[config.mk]
export PLATFORM = sky130hd
export DESIGN_NAME = ravenoc_wh_arbiter_flat
export DESIGN_NICKNAME = d
export VERILOG_FILES = /design/src/rtl/ravenoc_wh_arbiter_if.sv /design/src/rtl/ravenoc_wh_arbiter.sv /design/src/flat_wrapper.sv
export SDC_FILE = /design/constraint.sdc
export NUM_CORES = 1
export LEC_CHECK = 0
export BUFFER_PORTS_ARGS = -buffer_cell sky130_fd_sc_hd__buf_2
export CORE_UTILIZATION = 61
export DETAILED_ROUTE_END_ITERATION = 10
export GPL_TIMING_DRIVEN = 1
export PLACE_DENSITY = 0.91
export SYNTH_ARGS = -nofsm -noshare
export SYNTH_HDL_FRONTEND = slang
export SYNTH_SLANG_ARGS = --single-unit
[constraint.sdc]
create_clock -name clk -period 5.3 [get_ports clk]
set_input_delay 1.06 -clock clk [delete_from_list [all_inputs] [get_ports clk]]
set_output_delay 1.06 -clock clk [all_outputs]
set_load 0.005 [all_outputs]
[src/rtl/ravenoc_wh_arbiter_if.sv]
// Handshake bundle between the RaveNoC input ports and one wormhole output-port arbiter.
// The master side drives requests; the slave side is the arbiter.
interface ravenoc_wh_arbiter_if #(
  parameter int N_INPUTS = 4,
  parameter int IDX_W    = $clog2(N_INPUTS)
);
  logic [N_INPUTS-1:0]   req_i;
  logic [2*N_INPUTS-1:0] flit_type_i;
  logic                  out_ready_i;
  logic [N_INPUTS-1:0]   grant_o;
  logic [IDX_W-1:0]      sel_o;
  logic                  valid_o;
  logic                  locked_o;
  logic                  err_o;

  modport master (
    output req_i, flit_type_i, out_ready_i,
    input  grant_o, sel_o, valid_o, locked_o, err_o
  );

  modport slave (
    input  req_i, flit_type_i, out_ready_i,
    output grant_o, sel_o, valid_o, locked_o, err_o
  );
endinterface

[src/rtl/ravenoc_wh_arbiter.sv]
// Wormhole output-port arbiter: round-robin among head flits, grant locked
// from head to tail so packets never interleave on the output port.
module ravenoc_wh_arbiter #(
  parameter int N_INPUTS = 4,
  parameter int IDX_W    = $clog2(N_INPUTS)
) (
  input logic                 clk,
  input logic                 arst,
  ravenoc_wh_arbiter_if.slave bus
);

  typedef enum logic {IDLE, LOCKED} state_t;

  localparam logic [1:0] HEAD      = 2'd0;
  localparam logic [1:0] BODY      = 2'd1;
  localparam logic [1:0] TAIL      = 2'd2;
  localparam logic [1:0] HEAD_TAIL = 2'd3;

  state_t              state, next_state;
  logic [IDX_W-1:0]    owner, next_owner;
  logic [IDX_W-1:0]    rr_ptr, next_rr;
  logic [IDX_W-1:0]    winner, sel, scan_idx;
  logic [IDX_W:0]      scan_sum;
  logic [1:0]          owner_type, scan_type;
  logic                found, err_q, next_err;
  logic [N_INPUTS-1:0] grant;

  function automatic logic [1:0] type_of(input logic [2*N_INPUTS-1:0] ft,
                                         input logic [IDX_W-1:0] k);
    return ft[{k, 1'b0} +: 2];
  endfunction

  function automatic logic [IDX_W-1:0] incr(input logic [IDX_W-1:0] idx);
    return (idx == IDX_W'(N_INPUTS - 1)) ? '0 : idx + 1'b1;
  endfunction

  always_ff @(posedge clk or negedge arst) begin
    if (!arst) begin
      state  <= IDLE;
      owner  <= '0;
      rr_ptr <= '0;
      err_q  <= 1'b0;
    end else begin
      state  <= next_state;
      owner  <= next_owner;
      rr_ptr <= next_rr;
      err_q  <= next_err;
    end
  end

  always_comb begin
    next_state = state;
    next_owner = owner;
    next_rr    = rr_ptr;
    next_err   = 1'b0;
    grant      = '0;
    sel        = rr_ptr;
    winner     = rr_ptr;
    found      = 1'b0;
    scan_sum   = '0;
    scan_idx   = '0;
    scan_type  = HEAD;
    owner_type = type_of(bus.flit_type_i, owner);

    unique case (state)
      IDLE: begin
        // Scan from rr_ptr upward with wrap; body/tail flits here are stray and only flag an error.
        for (int i = 0; i < N_INPUTS; i++) begin
          scan_sum = {1'b0, rr_ptr} + (IDX_W+1)'(i);
          if (scan_sum >= (IDX_W+1)'(N_INPUTS))
            scan_sum = scan_sum - (IDX_W+1)'(N_INPUTS);
          scan_idx  = scan_sum[IDX_W-1:0];
          scan_type = type_of(bus.flit_type_i, scan_idx);
          if (bus.req_i[scan_idx]) begin
            if (scan_type == BODY || scan_type == TAIL) begin
              next_err = 1'b1;
            end else if (!found) begin
              found  = 1'b1;
              winner = scan_idx;
            end
          end
        end

        sel = winner;
        if (found) begin
          grant[winner] = 1'b1;
          if (bus.out_ready_i) begin
            if (type_of(bus.flit_type_i, winner) == HEAD) begin
              next_state = LOCKED;
              next_owner = winner;
            end else begin
              next_rr = incr(winner);
            end
          end
        end
      end

      LOCKED: begin
        sel = owner;
        // A head from the current owner mid-packet is refused rather than forwarded.
        if (bus.req_i[owner]) begin
          if (owner_type == HEAD || owner_type == HEAD_TAIL) begin
            next_err = 1'b1;
          end else begin
            grant[owner] = 1'b1;
            if (bus.out_ready_i && owner_type == TAIL) begin
              next_state = IDLE;
              next_rr    = incr(owner);
            end
          end
        end
      end

      default: begin
        next_state = IDLE;
      end
    endcase
  end

  assign bus.grant_o  = arst ? grant : '0;
  assign bus.sel_o    = arst ? sel : '0;
  assign bus.valid_o  = |(bus.grant_o & bus.req_i);
  assign bus.locked_o = (state == LOCKED);
  assign bus.err_o    = err_q;

endmodule

[src/flat_wrapper.sv]
// flat-port wrapper written by rule: the top's interface ports become plain ports
module ravenoc_wh_arbiter_flat 
#(
  parameter int N_INPUTS = 4,
  parameter int IDX_W    = $clog2(N_INPUTS)
)
  (clk, arst, bus_req_i, bus_flit_type_i, bus_out_ready_i, bus_grant_o, bus_sel_o, bus_valid_o, bus_locked_o, bus_err_o);
  ravenoc_wh_arbiter_if #(.N_INPUTS(N_INPUTS), .IDX_W(IDX_W)) bus_i ();
  input logic clk;
  input logic arst;
  input wire logic [$bits(bus_i.req_i)-1:0] bus_req_i;
  input wire logic [$bits(bus_i.flit_type_i)-1:0] bus_flit_type_i;
  input wire logic [$bits(bus_i.out_ready_i)-1:0] bus_out_ready_i;
  output wire logic [$bits(bus_i.grant_o)-1:0] bus_grant_o;
  output wire logic [$bits(bus_i.sel_o)-1:0] bus_sel_o;
  output wire logic [$bits(bus_i.valid_o)-1:0] bus_valid_o;
  output wire logic [$bits(bus_i.locked_o)-1:0] bus_locked_o;
  output wire logic [$bits(bus_i.err_o)-1:0] bus_err_o;
  assign bus_i.req_i = bus_req_i;
  assign bus_i.flit_type_i = bus_flit_type_i;
  assign bus_i.out_ready_i = bus_out_ready_i;
  assign bus_grant_o = bus_i.grant_o;
  assign bus_sel_o = bus_i.sel_o;
  assign bus_valid_o = bus_i.valid_o;
  assign bus_locked_o = bus_i.locked_o;
  assign bus_err_o = bus_i.err_o;
  ravenoc_wh_arbiter #(.N_INPUTS(N_INPUTS), .IDX_W(IDX_W)) u_core (.clk(clk), .arst(arst), .bus(bus_i));
endmodule
==> results of run 1 <==
==> worst max-delay path, delay by kind of cell <==
kind | cells | cell delay (ps)
AO/OA/AOI/OAI | 5 | 1030
buffers and inverters | 2 | 260
multiplexers | 1 | 560
AND/OR/NAND/NOR | 1 | 70
XOR/XNOR | 2 | 380
adder cells (fa/ha/maj) | 1 | 220
==> per-layer routing <==
metal / vias to the layer above / share of wire (%) / routed length (um)
met3: 16 / 6.7 / 221
met5: - / 0 / 0
met4: 0 / 4.1 / 136
met1: 610 / 40 / 1330
li1: 597 / - / -
met2: 73 / 49 / 1610
==> registers in the layout, summed over array words and instances, names as in the netlist <==
signal / count
u_core.owner: 2
u_core.bus.locked_o: 1
u_core.rr_ptr: 2
u_core.bus.err_o: 1
==> worst max path at each step <==
| stage | from | endpoint | cells past startpoint |
|---|---|---|---|
| 3_3_place_gp | bus_flit_type_i[2] | bus_valid_o | 12 |
| 2_1_floorplan | bus_flit_type_i[3] | bus_valid_o | 10 |
| 3_5_place_dp | bus_flit_type_i[3] | bus_valid_o | 12 |
| 4_1_cts | bus_flit_type_i[3] | bus_valid_o | 12 |
| 5_1_grt | bus_flit_type_i[3] | bus_valid_o | 12 |
| 6_report | bus_flit_type_i[3] | bus_valid_o | 12 |
==> cell type report <==
| class | count | area, um2 |
|---|---|---|
| multi-input combinational | 122 | 1120 |
| fill | 155 | 536 |
| sequential | 6 | 150 |
| timing repair buffer | 23 | 115 |
| tap | 27 | 33.8 |
| clock buffer | 3 | 22.5 |
| inverter | 6 | 22.5 |
==> Yosys cell counts, types with 2 or more instances <==
master / n
a2111oi_0: 2
dfrtp_1: 6
mux2i_1: 6
mux4_2: 6
nand2_1: 12
or3_1: 5
a211oi_1: 5
a21oi_1: 8
xnor2_1: 4
buf_2: 2
o21ai_0: 3
inv_1: 6
ha_1: 6
o21ai_2: 2
nand3_2: 2
a22oi_1: 4
mux2_1: 2
mux2_2: 10
o22ai_1: 2
mux4_1: 3
nor2b_1: 3
xor2_1: 4
o32a_2: 2
nor2_1: 9
nand3_1: 5
==> cell usage in the layout, fill, tap and decap left out, types with 2 or more instances in the layout <==
| cell type | n |
|---|---|
| dfrtp_1 | 6 |
| o21ai_0 | 3 |
| nand3_2 | 2 |
| mux4_2 | 6 |
| o21ai_2 | 2 |
| nand3_1 | 5 |
| or3_1 | 5 |
| buf_2 | 23 |
| xor2_1 | 4 |
| nor2_1 | 9 |
| nand2_1 | 12 |
| inv_1 | 6 |
| mux2_1 | 2 |
| o32a_2 | 2 |
| o22ai_1 | 2 |
| mux2_2 | 10 |
| mux2i_1 | 6 |
| clkbuf_4 | 3 |
| a21oi_1 | 8 |
| a22oi_1 | 4 |
| xnor2_1 | 4 |
| ha_1 | 6 |
| nor2b_1 | 3 |
| a2111oi_0 | 2 |
| mux4_1 | 3 |
| a211oi_1 | 5 |
==> power by group through the flow <==
stage	clock network (mW)	registers [mW]	logic (mW)
4_1_cts	0.0440	0.150	0.739
3_3_place_gp	0	0.145	0.704
5_1_grt	0.0488	0.158	0.813
3_5_place_dp	0	0.151	0.735
6_report	0.0434	0.151	0.751
2_1_floorplan	0	0.0979	0.632
==> cell families after synthesis <==
kind of cell / Yosys count / share of synthesized area (%)
adders and majority gates: 6 / 5.67
xor gates and xnor gates: 9 / 7.37
buffers and inverters: 11 / 3.87
DFF: 6 / 11.3
AOI/OAI and AO/OA: 37 / 21.6
muxes: 30 / 35.0
and+or+nand+nor: 40 / 15.2
==> impl_results.md, run 1 <==
- Outcome: finished, final reports clean
- Largest net degree at the start of global routing: 18
- Seq/Total Area, Yosys: between 10% and 20%
- Share of layout cells above drive strength 1: 34.4%
- Asr flop ratio synth: 100%
- Top post-synthesis cells by area: dfrtp_1, mux4_2, mux2_2, mux4_1, ha_1
- Port Buf Inserts: 23
- Hold WS: 656 ps
- Die area: 2360 um2
- Gate Count Post-Synth: 139
- Achievable clock frequency: 0.216 GHz
- Met2 Use GR: a little over half
- Syn nets: between 150 and 200
- Worst Tran Pin Value: 646 ps
- Global-route wire length before repair: approximately 5700 um
- NetSw: 487 uW
- Post-Layout Cell Count: between 150 and 200
- Via/cell ratio: 6.93
- R2r worst-path depth: 8
- Top-area cell type share of the netlist area: between 10% and 20%
- Post-layout util: 73.3%
- CTS max path bufs: 2
- Die width: just under 50 um
- Inserted Diodes: 0
- Crit-path slowest cell: mux4_2
- Setup violators final: 0
- NumNets Final: 183
- Pre-CTS WS: 663 ps
- Clock network power share: 4.6%
- Combinational power share: approximately 80%
- Worst Path Arrival: 3580 ps
- Worst-path clk slew: 50 ps
- CP Capture Type: output port
- PD cells: 645 nW/um2
- Final Cycle Share: 87.5%
- Post-DP Area: 1440 um2
- R2r setup slk: 1910 ps
- IO Count: 24
- Most used flip-flop cell after synthesis: dfrtp_1
- Tot Pwr: 946 uW
- Drt drc: 0
- CTS tree: done
- Setup Buffers After CTS: 0
- Switching power share of the total: 51.5%
- CP startpoint kind: input pin
- Kind of critical path: in -> out
- H-tree depth: 1
- Synth Cell Area: 1320 um2
- Number of global-route vias before repair: 1327
- TNS Setup: 0 ps
- Flop pwr share: 16.0%
- Yosys warning total: 0
- Clock root cell: clkbuf_4
- Setup slack after layout: 665 ps
- Post-synthesis cell type count: 45
- Total CTS buffers: 3
- Crit path max fanout: 8
- Worst Path Required: 4240 ps
- Clock Skews: 7.75 ps
- Hold Fails Final Rpt: 0
- Met1 GRT Util: 37.0%
- GRT Max-Usage Layer: met2
- GRT overflow: 0
- GRT Total Usage: 30.7%
- Crit path time final: 4640 ps
- Core area: 2000 um2
- Final Wtd Congestion: roughly 0.86
- Int Power: approximately 460 uW
- Met3 usage: 6.29%
- Rel. slew slack: around 57%
- Syn-to-layout area delta: 10.8%
- Initial antenna violation count: 0
- Drt first pass iters: 4
- LEAKAGE: 0.616 nW
- Clock Latency Late Sink: 250 ps
- Peak VDD IR: 0.000447 V
- Cells along the critical path: buf_2, xnor2_1, mux4_2, a211oi_4, o21ai_2, xnor2_4, ha_1, a22oi_1, nor2_1, a22oi_1, o21ai_0, buf_2
- CP peak stage delay: 560 ps
- FF-to-FF Start: u_core.rr_ptr[0]
- Syn Area/Cell: 9.52 um2
- Terminus of the critical flop-to-flop path: u_core.rr_ptr[1]
- Die Span Y: roughly 50 um
- Hold Path Class: in -> async
- Synth area leader: dfrtp_1
- Max-slew violations: 0
- Routed via count: 1296
- Finished Cell Area: 1470 um2
- Final HPWL DP: 2640 um
- Row Count: 16
- Clock Sinks: 6
- FF+latch count, synth: 6
- Initial DRC Count: 55
- Starting Density: around two thirds
- Post-CTS Hold Fix Bufs: 0
- Placed cells: 184
- Post-synth EDFFs: 0
- Antenna-violating nets left: 0
- Post-CTS sizing: 0
- Max_cap viols: 0
- Unrepaired setup endpoints after global routing: false
- Final wirelength: 3300 um
- DR WL/cell: 17.6 um
Power figures use the tool's default switching activity.
==> inputs of run 2 (changes only) <==
--- a/config.mk
+++ b/config.mk
@@ -6,10 +6,10 @@
 export NUM_CORES = 1
 export LEC_CHECK = 0
 export BUFFER_PORTS_ARGS = -buffer_cell sky130_fd_sc_hd__buf_2
-export CORE_UTILIZATION = 61
+export CORE_UTILIZATION = 56
 export DETAILED_ROUTE_END_ITERATION = 10
 export GPL_TIMING_DRIVEN = 1
-export PLACE_DENSITY = 0.91
+export PLACE_DENSITY = 0.85
 export SYNTH_ARGS = -nofsm -noshare
 export SYNTH_HDL_FRONTEND = slang
 export SYNTH_SLANG_ARGS = --single-unit
==> constraint.sdc (replaced) <==
create_clock -name clk -period 4.7 [get_ports clk]
set_input_delay 0.94 -clock clk [delete_from_list [all_inputs] [get_ports clk]]
set_output_delay 0.94 -clock clk [all_outputs]
set_load 0.005 [all_outputs]
==> run 2 against run 1 <==
Against the previous run: hold slack worse by 99 ps; clock skew is 7.4 ps lower; non-clock buffer count is 1 higher; final cell count is 1.1% higher; critical endpoint unchanged.
==> impl_results.md, run 2 (synthesized netlist as in run 1, its figures left out) <==
- Post-Layout Cell Count: 189 (was 187)
- Crit path time final: 4280 ps
- Worst path bufs/invs: 2 (unchanged)
- Total CTS buffers: 3 (unchanged)
- FF-to-FF Start: u_core.rr_ptr[0] (unchanged)
- Largest net degree at the start of global routing: 18 (unchanged)
- WL met1: 1370 um (was 1330 um)
- Global-route wire length before repair: 5550 um (was 5720 um)
- GRT overflow: 0 (unchanged)
- GRT Total Usage: 28.6% (was 30.7%)
- Clock root cell: clkbuf_4 (unchanged)
- Syn-to-layout area delta: 11.4% (was 10.8%)
- H-tree depth: 1 (unchanged)
- Pre-CTS WS: 455 ps (was 663 ps)
- Post-DP Area: 1450 um2 (was 1440 um2)
- Initial DRC Count: 37 (was 55)
- Uppermost layer routed: met4 (unchanged)
- Crit path max-delay family: simple AND/OR/NAND/NOR gates (was compound AO/OA/AOI/OAI gates)
- Worst Path Arrival: 3340 ps (was 3580 ps)
- Post-CTS sizing: 0 (unchanged)
- Cells along the critical path: inv_1, mux2i_2, nor2_1, or4_1, nand3_2, ha_1, a22oi_1, nor2_1, a22oi_1, o21ai_0, buf_2 (was buf_2, xnor2_1, mux4_2, a211oi_4, o21ai_2, xnor2_4, ha_1, a22oi_1, nor2_1, a22oi_1, o21ai_0, buf_2)
- Kind of critical path: reg -> out (was in -> out)
- Worst-path clk slew: 40 ps (was 50 ps)
- Hold Fails Final Rpt: 0 (unchanged)
- NumNets Final: 184 (was 183)
- Inserted Diodes: 0 (unchanged)
- Critical Path Stages: 11 (was 12)
- Clock Sinks: 6 (unchanged)
- Most common cell after layout, fill and taps aside: buf_2 (unchanged)
- Row Count: 17 (was 16)
- CP Capture Type: output port (unchanged)
- R2r worst-path depth: 8 (unchanged)
- Met2 WL: 1630 um (was 1610 um)
- TNS Setup: 0 ps (unchanged)
- Placed cells: 186 (was 184)
- CTS tree: done (unchanged)
- Core area: 2210 um2 (was 2000 um2)
- Port Buf Inserts: 23 (unchanged)
- Setup Buffers After CTS: 0 (unchanged)
- Die width: 50.6 um (was 48.6 um)
- Crit path max fanout: 13 (was 8)
- Final wirelength: 3250 um (was 3300 um)
- PD cells: 718 nW/um2 (was 645 nW/um2)
- Starting Density: 59.8% (was 66.1%)
- Clock Skews: 0.357 ps (was 7.75 ps)
- Unrepaired setup endpoints after global routing: false (unchanged)
- Post-layout util: 66.7% (was 73.3%)
- Terminus of the critical flop-to-flop path: u_core.rr_ptr[0] (was u_core.rr_ptr[1])
- Length of routed met3 wiring: 205 um (was 221 um)
- Setup slack after layout: 418 ps (was 665 ps)
- Final HPWL DP: 2570 um (was 2640 um)
- CTS max path bufs: 2 (unchanged)
- Peak VDD IR: 0.000575 V (was 0.000447 V)
- Number of global-route vias before repair: 1217 (was 1327)
- Die Span Y: 50.6 um (was 48.6 um)
- Drt drc: 0 (unchanged)
- Rel. slew slack: 56.2% (was 57.0%)
- Die area: 2560 um2 (was 2360 um2)
- Max-slew violations: 0 (unchanged)
- R2r setup slk: 1330 ps (was 1910 ps)
- IO Count: 24 (unchanged)
- Most frequent cells in the layout: buf_2, nand2_1, mux2_2 (unchanged)
- Share of layout cells above drive strength 1: 34.8% (was 34.4%)
- Final Cycle Share: slightly above 90%
- CP peak stage delay: 760 ps (was 560 ps)
- Routed via count: 1273 (was 1296)
- CP startpoint kind: flop (was input pin)
- LEAKAGE: 0.621 nW (was 0.616 nW)
- Via/cell ratio: 6.74 (was 6.93)
- Antenna-violating nets left: 0 (unchanged)
- Achievable clock frequency: 0.234 GHz
- Setup violators final: 0 (unchanged)
- DR WL/cell: 17.2 um (was 17.6 um)
- Clock Latency Late Sink: 240 ps (was 250 ps)
- Max_cap viols: 0 (unchanged)
- Worst Path Required: 3760 ps (was 4240 ps)
- Tot Pwr: 1.06 mW (was 946 uW)
- Finished Cell Area: 1480 um2 (was 1470 um2)
- Initial antenna violation count: 0 (unchanged)
- Post-CTS Hold Fix Bufs: 0 (unchanged)
- Hold Path Class: in -> async (unchanged)
- Worst Tran Pin Value: 657 ps (was 646 ps)
- Hold WS: 557 ps (was 656 ps)
- Crit-path slowest cell: dfrtp_1 (was mux4_2)
- Final Wtd Congestion: 0.840 (was 0.859)
- Biggest regs: u_core.owner x2, u_core.rr_ptr x2 (unchanged)
- Drt first pass iters: 4 (unchanged)
- Worst Setup SP: u_core.rr_ptr[0] (was bus_flit_type_i[3])
- Outcome: finished, final reports clean (unchanged)
[run 2: cell types whose count changed in the layout (fill, tap and decap cells not counted), sizes merged]
| cell | before | now |
|---|---|---|
| buf | 23 | 24 |
[run 2: power by group]
| part | internal [mW] | switching [mW] |
|---|---|---|
| Combinational | 0.413 | 0.428 |
| Sequential | 0.0780 | 0.0933 |
| Clock | 0.0288 | 0.0174 |
| Total | 0.520 | 0.539 |
[run 2: how the worst max path moves through the flow]
stage,to,slack (ps)
2_1_floorplan,bus_valid_o,750
3_3_place_gp,bus_valid_o,520
3_5_place_dp,bus_valid_o,460
4_1_cts,bus_valid_o,450
5_1_grt,bus_valid_o,200
6_report,bus_valid_o,420
[run 2: worst reg2reg max path, delay by kind of cell (launching register included)]
family                 cells  cell delay [ps]
buffers and inverters      1              410
flip-flops                 1              760
AO/OA/AOI/OAI              1              190
AND/OR/NAND/NOR            3              810
multiplexers               3             1080
[run 2: final cells by class]
class / count / area, um2
Multi-Input combinational cell: 122 / 1120
Fill cell: 189 / 737
Tap cell: 28 / 35.0
Clock buffer: 3 / 22.5
Inverter: 6 / 22.5
Timing Repair Buffer: 24 / 123
Sequential cell: 6 / 150
[run 2: routing by layer]
layer	GRT usage, %	vias up
li1	-	601
met1	36.6	607
met2	49.6	61
met3	3.64	4
met4	8.80	0
met5	0	-
